`config.mk`:
```
export PLATFORM = sky130hd
export DESIGN_NAME = lsu_dmem_ctrl
export DESIGN_NICKNAME = d
export VERILOG_FILES = /design/src/rtl/lsu_dmem_ctrl.sv
export SDC_FILE = /design/constraint.sdc
export NUM_CORES = 1
export LEC_CHECK = 0
export BUFFER_PORTS_ARGS = -buffer_cell sky130_fd_sc_hd__buf_2
export CAP_MARGIN = 20
export CORE_MARGIN = 3
export CORE_UTILIZATION = 49
export DETAILED_ROUTE_END_ITERATION = 6
export GPL_TIMING_DRIVEN = 0
export PLACE_DENSITY = 0.8
export SLEW_MARGIN = 20
export SYNTH_ARGS = -nofsm -noshare
export SYNTH_HDL_FRONTEND = slang
export SYNTH_SLANG_ARGS = --single-unit
```
`constraint.sdc`:
```
create_clock -name clk -period 2.62 [get_ports clk]
set_clock_uncertainty 0.2 [all_clocks]
set_input_delay 0.262 -clock clk [delete_from_list [all_inputs] [get_ports clk]]
set_output_delay 0.262 -clock clk [all_outputs]
set_load 0.1 [all_outputs]
```
`src/rtl/lsu_dmem_ctrl.sv`:
```
// -----------------------------------------------------------------------------
// lsu_dmem_ctrl
//
// Load/store controller in front of a single-port, word-wide data RAM with a
// one-cycle registered read. Converts byte/half/word requests from the memory
// stage into word RAM accesses: word stores write directly, sub-word stores
// are read-modify-write, loads are lane-extracted and sign/zero-extended.
// One request is in flight at most; responses are single-cycle pulses.
//
// Build option:
//   LSU_MISALIGN_TRAP_EN  defined   -> misaligned half/word requests respond
//                                      with rsp_err=1 and make no RAM access.
//                         undefined -> low address bits are forced to natural
//                                      alignment and rsp_err is always 0.
//
// Ports:
//   clk, rst            clock, synchronous active-high reset
//   req_valid/ready     request handshake (ready only in idle)
//   req_we              1 = store, 0 = load
//   req_size            0 byte, 1 half, 2/3 word
//   req_unsigned        zero-extend loads
//   req_addr            byte address, bits [AW+1:2] select the RAM word
//   req_wdata           right-aligned store data
//   rsp_valid           one-cycle response pulse
//   rsp_rdata           extended load data (0 for stores/errors), held
//   rsp_err             misaligned request flag, held
//   mem_addr/din/we     RAM word address, write data, write enable
//   mem_dout            RAM read data, one cycle after mem_addr
// -----------------------------------------------------------------------------
module lsu_dmem_ctrl #(
    parameter int unsigned AW = 14
) (
    input  logic          clk,
    input  logic          rst,
    input  logic          req_valid,
    output logic          req_ready,
    input  logic          req_we,
    input  logic [1:0]    req_size,
    input  logic          req_unsigned,
    input  logic [31:0]   req_addr,
    input  logic [31:0]   req_wdata,
    output logic          rsp_valid,
    output logic [31:0]   rsp_rdata,
    output logic          rsp_err,
    output logic [AW-1:0] mem_addr,
    output logic [31:0]   mem_din,
    output logic          mem_we,
    input  logic [31:0]   mem_dout
);

    typedef enum logic [1:0] {
        StIdle,
        StAccess,
        StData,
        StResp
    } state_e;

    state_e state_q, state_d;

    // Captured request
    logic          we_q;
    logic          byte_q;
    logic          half_q;
    logic          uns_q;
    logic [1:0]    lane_q;
    logic [31:0]   wdata_q;
    logic [AW-1:0] mem_addr_q;

    // Response registers
    logic [31:0]   rdata_q;
    logic          err_q;

    // Request decode
    logic          accept;
    logic          in_byte;
    logic          in_half;
    logic          misalign;
    logic [1:0]    lane_in;

    // Datapath
    logic [4:0]    shamt;
    logic [31:0]   lane_mask;
    logic [31:0]   merged;
    logic [31:0]   shifted;
    logic [31:0]   load_ext;

    // Address bits above the RAM window are intentionally ignored.
    logic          unused_addr_hi;
    assign unused_addr_hi = ^req_addr[31:AW+2];

    assign req_ready = (state_q == StIdle) && !rst;
    assign accept    = req_valid && req_ready;

    assign in_byte   = (req_size == 2'd0);
    assign in_half   = (req_size == 2'd1);

    always_comb begin
        lane_in  = req_addr[1:0];
        misalign = 1'b0;
`ifdef LSU_MISALIGN_TRAP_EN
        if (in_half) begin
            misalign = req_addr[0];
        end else if (!in_byte) begin
            misalign = |req_addr[1:0];
        end
`else
        if (in_half) begin
            lane_in[0] = 1'b0;
        end else if (!in_byte) begin
            lane_in = 2'b00;
        end
`endif
    end

    // Next-state logic
    always_comb begin
        state_d = state_q;
        unique case (state_q)
            StIdle: begin
                if (accept) begin
                    state_d = misalign ? StResp : StAccess;
                end
            end
            StAccess: begin
                // Word stores write in this cycle; everything else needs read data.
                state_d = (we_q && !byte_q && !half_q) ? StResp : StData;
            end
            StData:  state_d = StResp;
            StResp:  state_d = StIdle;
            default: state_d = StIdle;
        endcase
    end

    // Lane shift: byte lane * 8; half lanes are 0 or 2 since lane_q[0] is clear.
    assign shamt     = {lane_q, 3'b000};
    assign lane_mask = (byte_q ? 32'h0000_00ff : 32'h0000_ffff) << shamt;
    assign merged    = (mem_dout & ~lane_mask) | ((wdata_q << shamt) & lane_mask);
    assign shifted   = mem_dout >> shamt;

    always_comb begin
        load_ext = shifted;
        if (byte_q) begin
            load_ext = {{24{!uns_q && shifted[7]}}, shifted[7:0]};
        end else if (half_q) begin
            load_ext = {{16{!uns_q && shifted[15]}}, shifted[15:0]};
        end
    end

    // RAM-side outputs
    always_comb begin
        mem_we  = 1'b0;
        mem_din = 32'h0;
        unique case (state_q)
            StAccess: begin
                if (we_q && !byte_q && !half_q) begin
                    mem_we  = 1'b1;
                    mem_din = wdata_q;
                end
            end
            StData: begin
                if (we_q) begin
                    mem_we  = 1'b1;
                    mem_din = merged;
                end
            end
            default: ;
        endcase
        // Reset must suppress any write in the same cycle, including a pending RMW.
        if (rst) begin
            mem_we = 1'b0;
        end
    end

    assign mem_addr  = mem_addr_q;
    assign rsp_valid = (state_q == StResp) && !rst;
    assign rsp_rdata = rdata_q;
    assign rsp_err   = err_q;

    always_ff @(posedge clk) begin
        if (rst) begin
            state_q    <= StIdle;
            we_q       <= 1'b0;
            byte_q     <= 1'b0;
            half_q     <= 1'b0;
            uns_q      <= 1'b0;
            lane_q     <= 2'b00;
            wdata_q    <= 32'h0;
            mem_addr_q <= '0;
            rdata_q    <= 32'h0;
            err_q      <= 1'b0;
        end else begin
            state_q <= state_d;
            if (accept) begin
                we_q    <= req_we;
                byte_q  <= in_byte;
                half_q  <= in_half;
                uns_q   <= req_unsigned;
                lane_q  <= lane_in;
                wdata_q <= req_wdata;
                if (misalign) begin
                    // Trapped request: respond next cycle, RAM address untouched.
                    rdata_q <= 32'h0;
                    err_q   <= 1'b1;
                end else begin
                    mem_addr_q <= req_addr[AW+1:2];
                end
            end
            if (state_q == StAccess && state_d == StResp) begin
                rdata_q <= 32'h0;
                err_q   <= 1'b0;
            end
            if (state_q == StData) begin
                rdata_q <= we_q ? 32'h0 : load_ext;
                err_q   <= 1'b0;
            end
        end
    end

endmodule
```
==> key figures, run 1 <==
Critical path
  – CP Class: flop to output pin
  – CP startpoint kind: flop
  – WP data arrival: approximately 2.2 ns
  – Crit path cell chain: inv_2 -> ha_4 -> and2_1 -> buf_6 -> clkbuf_4 -> o221ai_1 -> a21boi_4 -> buf_12
  – Crit path largest cell delay: 0.36 ns
  – Crit path max fanout: 10
  – Crit path required time: roughly 2.2 ns
  – CP max-delay cell: dfxtp_2
  – CP Capture Type: output pin

Floorplan
  – FP Rows: 35
  – Vert. Die Dim: 104 µm
  – Initial Utilization: 0.505
  – Core Box Area: 9280 µm²
  – Die span in x: 104 µm
  – I/O Pins: 185
  – Die area: 10800 µm²

Timing
  – Max Clk Rate: between 300 and 400 MHz
  – Setup-violating endpoint count in the final report: 0
  – Final Hold Violating Endpoints: 0
  – RSZ-0062 raised after global routing: yes
  – Crit path time final: around 2.6 ns
  – Worst setup margin: 0.0115 ns
  – Fin. max-slew vios: 0
  – Slew HR: 0.562
  – Worst-Margin Slew: between 0.6 and 0.7 ns
  – Final cycle utilization of the critical path: 0.996

Status
  – Run status: finished with violations
  – Failing checks: DRC

Drt
  – Pre-antenna DRT Iters: 7
  – WL final: ~20000 µm
  – Antenna viol nets, final: 0
  – DR vias/cell: 5.87
  – DR vias: 5725
  – Drt wl/cell: 19.9 µm
  – DR iter-0 viols: 440
  – Residual DRC count: 1

CTS
  – Clock buffers created by TritonCTS: 9
  – Htree depth: 3
  – CTS tree: done
  – Clock transition at the registers of the reported paths: 0.09 ns
  – Root Buffer: clkbuf_8
  – CTS Buffer Depth: 2
  – # clock sinks: 86
  – Worst skew pair latency: 0.37 ns

Power and ir drop
  – Comb power frac: 0.528
  – P_int: between 3 and 4 mW
  – Clk pwr share: 0.184
  – Sequential power share: 0.288
  – Leakage power: 3.08 nW
  – Maximum vdd drop: 0.469 mV
  – Pwr dens: 844 nW/µm²
  – P_sw: 2.98 mW
  – Sw Share: 0.476

Min path
  – Hold WC Path Type: primary input to flop

Synthesis
  – Sequential area share after synthesis: 0.367
  – Synth Register Bits: between 80 and 90
  – Mapped Avg Cell Area: 7.72 µm²
  – Synth Cell Area: 4690 µm²
  – Cells after Synth: about 610
  – Synth warn: 0
  – Syn_nets: 715
  – Cell variety after synth: 39

Place
  – GPL Wtd Cong: 0.961
  – Placement Setup Slack: -0.322 ns
  – I/O Buffers: 166
  – DP HPWL: 13000 µm
  – Placed Instances: 902

GRT
  – Pin count of the biggest net entering global routing: 15
  – Initial antenna violation count: 0
  – First-pass GRT wire length: 30000 µm
  – Vias in the first global route: 5731
  – Total track usage: 0.347
  – Grt ovf: 0

Layout
  – Share of layout cells above drive strength 1: 0.348
  – Area delta synth->final: 58.3%
  – Commonest cells after routing, fill and taps aside: 162 x nand2_1, 143 x buf_2, 82 x dfxtp_1
  – Final non-filler cell total: 976
  – Fin nets: 950
  – ANT cells: 0
  – Most common cell after layout, fill and taps aside: nand2_1

Run
  – Max-cap violations: 0
-- cells by family after synthesis --
group	Yosys count	share of synthesized area
and+or+nand+nor	283	0.283
AOI/OAI and AO/OA	150	0.223
DFF	86	0.367
buffers and inverters	57	0.0561
muxes	25	0.0561
adders and majority gates	5	0.0133
other	1	0.000800
-- worst max-delay path, delay by kind of cell, from the launching register on --
family	cells	cell delay, ns
compound gates	2	0.44
fa+ha+maj	1	0.17
buf+inv	4	0.65
flops	1	0.36
simple gates	1	0.15
-- flip-flops by register name, indices dropped and copies added, names as in the netlist, 2 cells and up --
register	cells
rsp_rdata	32
lane_q	2
state_q	2
mem_addr	14
wdata_q	32
-- Yosys cell counts --
| cell type | number | area [µm²] |
|---|---|---|
| a211oi_1 | 1 | 7.51 |
| a21boi_0 | 24 | 180 |
| a21boi_2 | 1 | 11.3 |
| a21o_1 | 1 | 7.51 |
| a21oi_1 | 31 | 155 |
| a22oi_1 | 16 | 120 |
| a2bb2oi_1 | 1 | 8.76 |
| a2bb2oi_4 | 1 | 26.3 |
| a31oi_4 | 1 | 21.3 |
| a32oi_1 | 7 | 61.3 |
| and2_1 | 10 | 62.6 |
| buf_1 | 2 | 7.51 |
| buf_2 | 15 | 75.1 |
| buf_4 | 2 | 15.0 |
| buf_6 | 3 | 33.8 |
| clkbuf_1 | 30 | 113 |
| conb_1 | 1 | 3.75 |
| dfxtp_1 | 86 | 1720 |
| ha_1 | 5 | 62.6 |
| inv_1 | 4 | 15.0 |
| inv_2 | 1 | 3.75 |
| mux2i_1 | 24 | 240 |
| mux4_2 | 1 | 22.5 |
| nand2_1 | 165 | 619 |
| nand2b_1 | 2 | 12.5 |
| nand3_1 | 1 | 5.00 |
| nand3b_1 | 48 | 360 |
| nor2_1 | 37 | 139 |
| nor2b_1 | 15 | 93.8 |
| nor3_1 | 1 | 5.00 |
| nor3b_1 | 2 | 15.0 |
| nor4bb_1 | 1 | 10.0 |
| o21a_1 | 1 | 7.51 |
| o21ai_0 | 31 | 155 |
| o21ai_1 | 9 | 45.0 |
| o221a_2 | 8 | 90.1 |
| o221ai_1 | 16 | 140 |
| o31ai_1 | 1 | 7.51 |
| or2_2 | 1 | 6.26 |
-- timing repair --
action                                  4_1_cts  5_1_grt
endpoints found under the setup margin       33       37
setup buffers                                 4        2
hold buffers                                 52        0
pin swaps                                     2        9
endpoints found under the hold margin        50        0
gates resized for setup                     146       45
-- layout make-up --
| cell class | instances | area (µm²) |
|---|---|---|
| Multi-Input combinational cell | 464 | 3160 |
| Buffer | 52 | 328 |
| Sequential cell | 86 | 1730 |
| Fill cell | 604 | 1860 |
| Timing Repair Buffer | 224 | 1790 |
| Inverter | 5 | 18.8 |
| Clock buffer | 11 | 131 |
| Tap cell | 129 | 161 |
| Clock inverter | 5 | 108 |
-- stage by stage --
step | instance area [µm²] | TNS (ns) | hold slack, ns | utilization | total power, mW
2_1_floorplan | 5010 | -0.200 | 0.161 | - | 4.23
3_3_place_gp | 6000 | -2.59 | 0.237 | 0.647 | 4.79
3_5_place_dp | 6000 | -4.36 | 0.242 | 0.647 | 4.86
4_1_cts | 7270 | -0.0351 | 0.0345 | 0.783 | 6.15
5_1_grt | 7420 | -0.129 | 0.0720 | 0.799 | 6.46
6_report | 7420 | 0 | 0.0538 | 0.799 | 6.26
-- power by group through the flow --
| stage | clock network (mW) | registers [mW] | logic, mW |
|---|---|---|---|
| floorplan | 0 | 2.75 | 1.48 |
| global placement | 0 | 1.79 | 3.00 |
| detailed placement | 0 | 1.80 | 3.05 |
| CTS | 1.15 | 1.79 | 3.21 |
| global route | 1.20 | 1.83 | 3.44 |
| finish | 1.15 | 1.80 | 3.30 |
-- final timing paths --
path                               startpoint            end  slack [ns]  depth (start not counted)
worst max-delay path               state_q[0]    mem_din[31]        0.01                          8
worst min-delay path                      rst     state_q[1]        0.05                          2
worst max register to register     state_q[0]      lane_q[0]        0.14                          8
worst min register to register  rsp_rdata[22]  rsp_rdata[22]        0.25                          2
-- metal layers --
metal,GRT usage,share of wire
met1,0.413,0.37
met2,0.578,0.47
met3,0.0667,0.087
met4,0.211,0.065
met5,0,0
(Power assumes the default switching activity.)
==> run 2: changes to the inputs <==
--- a/config.mk
+++ b/config.mk
@@ -5,13 +5,14 @@
 export SDC_FILE = /design/constraint.sdc
 export NUM_CORES = 1
 export LEC_CHECK = 0
+export ABC_AREA = 1
 export BUFFER_PORTS_ARGS = -buffer_cell sky130_fd_sc_hd__buf_2
 export CAP_MARGIN = 20
 export CORE_MARGIN = 3
-export CORE_UTILIZATION = 49
+export CORE_UTILIZATION = 50
 export DETAILED_ROUTE_END_ITERATION = 6
 export GPL_TIMING_DRIVEN = 0
-export PLACE_DENSITY = 0.8
+export PLACE_DENSITY = 0.81
 export SLEW_MARGIN = 20
 export SYNTH_ARGS = -nofsm -noshare
 export SYNTH_HDL_FRONTEND = slang
==> run 2 against run 1 <==
Clock power is 7% lower. Synthesized cell count is 25% higher. Critical path type unchanged. Area after synthesis is 6.2% higher. Setup slack better by 0.025 ns. Core utilization is 5.6 points lower. Hold slack worse by 0.046 ns. The run still ends with DRC left. Critical path depth stayed put. Non-clock buffer count is 2 lower.
==> key figures, run 2 <==
Status
  – Run status: finished with violations
  – Failing checks: DRC

Drt
  – Antenna viol nets, final: 0 (unchanged)
  – DR vias/cell: 5.71 (-2.6%)
  – DR iter-0 viols: 521 (+18%)
  – Drt wl/cell: 17.5 µm (-12%)
  – Residual DRC count: 1 (unchanged)
  – WL final: 19500 µm (+0.53%)
  – Pre-antenna DRT Iters: 7 (unchanged)
  – DR vias: 6387 (+12%)

CTS
  – Clock transition at the registers of the reported paths: 0.08 ns (about the same)
  – Clock buffers created by TritonCTS: 9 (unchanged)
  – CTS Buffer Depth: 2 (unchanged)
  – Htree depth: 3 (unchanged)
  – Root Buffer: clkbuf_8
  – Worst skew pair latency: 0.36 ns (about the same)
  – CTS tree: done
  – # clock sinks: 86 (unchanged)

Critical path
  – Crit path cell chain: buf_6 -> inv_2 -> buf_4 -> a21oi_4 -> buf_4 -> o211ai_1 -> a21oi_2 -> buf_12
  – CP Capture Type: output pin
  – CP startpoint kind: flop
  – Crit path max fanout: 10 (unchanged)
  – CP top delay family: buffers and inverters
  – Crit path largest cell delay: 0.33 ns (-0.03 ns)
  – CP Class: flop to output pin
  – Crit path required time: 2.16 ns (about the same)
  – WP data arrival: 2.12 ns (-0.03 ns)
  – Buf+Inv Stages, Crit Path: 5 (+1)
  – Crit path top cell by count: buf_4
  – CP max-delay cell: dfxtp_1

Synthesis
  – Syn_nets: 867 (+21%)
  – Async SR Flop Fraction: 0 (unchanged)
  – Sequential area share after synthesis: 0.346 (-0.0215)
  – Ys flop type: dfxtp_1
  – Cell taking the most area after synthesis: dfxtp_1
  – Post-synth top area share: 0.346 (-0.0215)
  – Cells after Synth: 759 (+25%)
  – Most area-consuming cells after synthesis: dfxtp_1 35%, nand2_1 17%, a21oi_1 10%, nand3_1 5.3%, o211ai_1 4.5%
  – Cell variety after synth: 36 (-7.7%)
  – Synth Cell Area: 4980 µm² (+6.2%)
  – Post-synth top cells: 220 x nand2_1, 100 x a21oi_1, 86 x dfxtp_1
  – Post-synth EDFFs: 0 (unchanged)
  – Mapped Avg Cell Area: 6.56 µm² (-15%)
  – Synth warn: 0 (unchanged)
  – Synth Register Bits: 86 (unchanged)
  – Most frequent cell after synthesis: nand2_1

Power and ir drop
  – Sw Share: 0.522 (+0.0456)
  – Maximum vdd drop: 0.568 mV (+21%)
  – Tot Pwr: 5.84 mW (-6.8%)
  – Clk pwr share: 0.183 (about the same)
  – Comb power frac: 0.525 (-0.003)
  – Sequential power share: 0.292 (+0.004)
  – P_sw: 3.04 mW (+2.1%)
  – P_int: 2.79 mW (-15%)
  – Pwr dens: 830 nW/µm² (-1.6%)
  – Leakage power: 3.00 nW (-2.6%)

GRT
  – Initial antenna violation count: 0 (unchanged)
  – First-pass GRT wire length: 30500 µm (+1.8%)
  – Grt ovf: 0 (unchanged)
  – Pin count of the biggest net entering global routing: 15 (unchanged)
  – Total track usage: 0.344 (-0.00293)
  – Vias in the first global route: 6003 (+4.7%)

Min path
  – Hold WC Path Type: primary input to flop

Floorplan
  – Die area: 11200 µm² (+3.9%)
  – Core Box Area: 9460 µm² (+1.9%)
  – Vert. Die Dim: 106 µm (+1.9%)
  – Initial Utilization: 0.526 (+0.0215)
  – I/O Pins: 185 (unchanged)
  – FP Rows: 35 (unchanged)
  – Die span in x: 106 µm (+1.9%)

Timing
  – Setup-violating endpoint count in the final report: 0 (unchanged)
  – Slew HR: 0.578 (+0.0154)
  – Worst setup margin: 0.0369 ns (+0.0253 ns)
  – Worst-Margin Slew: 0.631 ns (-0.0254 ns)
  – Fin. max-slew vios: 0 (unchanged)
  – Final cycle utilization of the critical path: 0.986 (-0.00966)
  – Crit path time final: 2.58 ns (-0.0253 ns)
  – Max Clk Rate: 387 MHz (+0.98%)
  – Final Hold Violating Endpoints: 0 (unchanged)
  – Setup TNS: 0 ns (unchanged)
  – RSZ-0062 raised after global routing: yes

Run
  – Max-cap violations: 0 (unchanged)

Place
  – GPL Wtd Cong: 1.02 (+6.6%)
  – I/O Buffers: 166 (unchanged)
  – DP HPWL: 14100 µm (+9.1%)
  – Placement Setup Slack: -0.0207 ns (+0.301 ns)

Layout
  – Area delta synth->final: 41.2%
  – ANT cells: 0 (unchanged)
  – Most common cell after layout, fill and taps aside: nand2_1
  – Commonest cells after routing, fill and taps aside: 220 x nand2_1, 148 x buf_2, 84 x dfxtp_1
  – Share of layout cells above drive strength 1: 0.283 (-0.0652)
  – Fin nets: 1093 (+15%)
[run 2: final cells by class]
| type | instances | area [µm²] |
|---|---|---|
| multi-input combinational | 553 | 2850 |
| fill | 796 | 2430 |
| sequential | 86 | 1720 |
| timing repair buffer | 215 | 1490 |
| buffer | 59 | 352 |
| inverter | 61 | 239 |
| tap | 129 | 161 |
| clock buffer | 10 | 138 |
| clock inverter | 5 | 82.6 |
[run 2: worst min-delay path, stage by stage]
cell and delay (ns):
buf_2 0.09, nor2_1 0.11, a211oi_1 0.05
[run 2: worst paths after layout]
| kind | slack, ns | depth (start not counted) | end | startpoint |
|---|---|---|---|---|
| worst min-delay path | 0.008 | 3 | wdata_q[8] | req_wdata[8] |
| worst max-delay path | 0.04 | 8 | mem_din[25] | lane_q[1] |
| worst max register to register | 0.39 | 8 | uns_q | state_q[0] |
| worst min register to register | 0.27 | 2 | wdata_q[28] | wdata_q[28] |
[run 2: timing repair]
item / CTS / global route
pin swaps: 2 / 2
buffers inserted: 0 / 3
setup endpoints to repair: 32 / 32
gates cloned: 0 / 1
resized for setup: 58 / 31
hold buffers: 45 / 0
hold endpoints to repair: 45 / 0
[run 2: power by group through the flow]
| stage | Combinational (mW) | Clock (mW) | Sequential (mW) |
|---|---|---|---|
| 6_report | 3.06 | 1.07 | 1.71 |
| 5_1_grt | 3.25 | 1.12 | 1.73 |
| 4_1_cts | 2.98 | 1.06 | 1.69 |
| 3_5_place_dp | 2.90 | 0 | 1.72 |
| 3_3_place_gp | 2.88 | 0 | 1.72 |
| 2_1_floorplan | 1.23 | 0 | 2.80 |
[run 2: metal layers]
layer	global-route usage	wire length (µm)	up-vias	part of all wire
li1	-	-	2972	-
met1	0.433	7710	2956	0.39
met2	0.566	8870	395	0.45
met3	0.0937	2270	64	0.12
met4	0.122	697	0	0.036
met5	0	0	-	0
[run 2: cells by family (layout without fill, tap and decap cells)]
group	after synthesis	in the layout	share of synthesized area
AO/OA/AOI/OAI	216	216	0.252
adder cells (fa/ha/maj)	5	5	0.0126
buffers and inverters	120	350	0.111
flip-flops	86	86	0.346
other	1	1	0.000753
AND/OR/NAND/NOR	331	331	0.277
[run 2: stage by stage]
step           area, µm²  instances  utilization  hold slack [ns]
2_1_floorplan       5070        759            -            0.206
3_3_place_gp        6060       1054        0.641            0.252
3_5_place_dp        6060       1054        0.641            0.255
4_1_cts             6900       1114        0.729         0.000258
5_1_grt             7030       1118        0.743           0.0206
6_report            7030       1118        0.743          0.00816
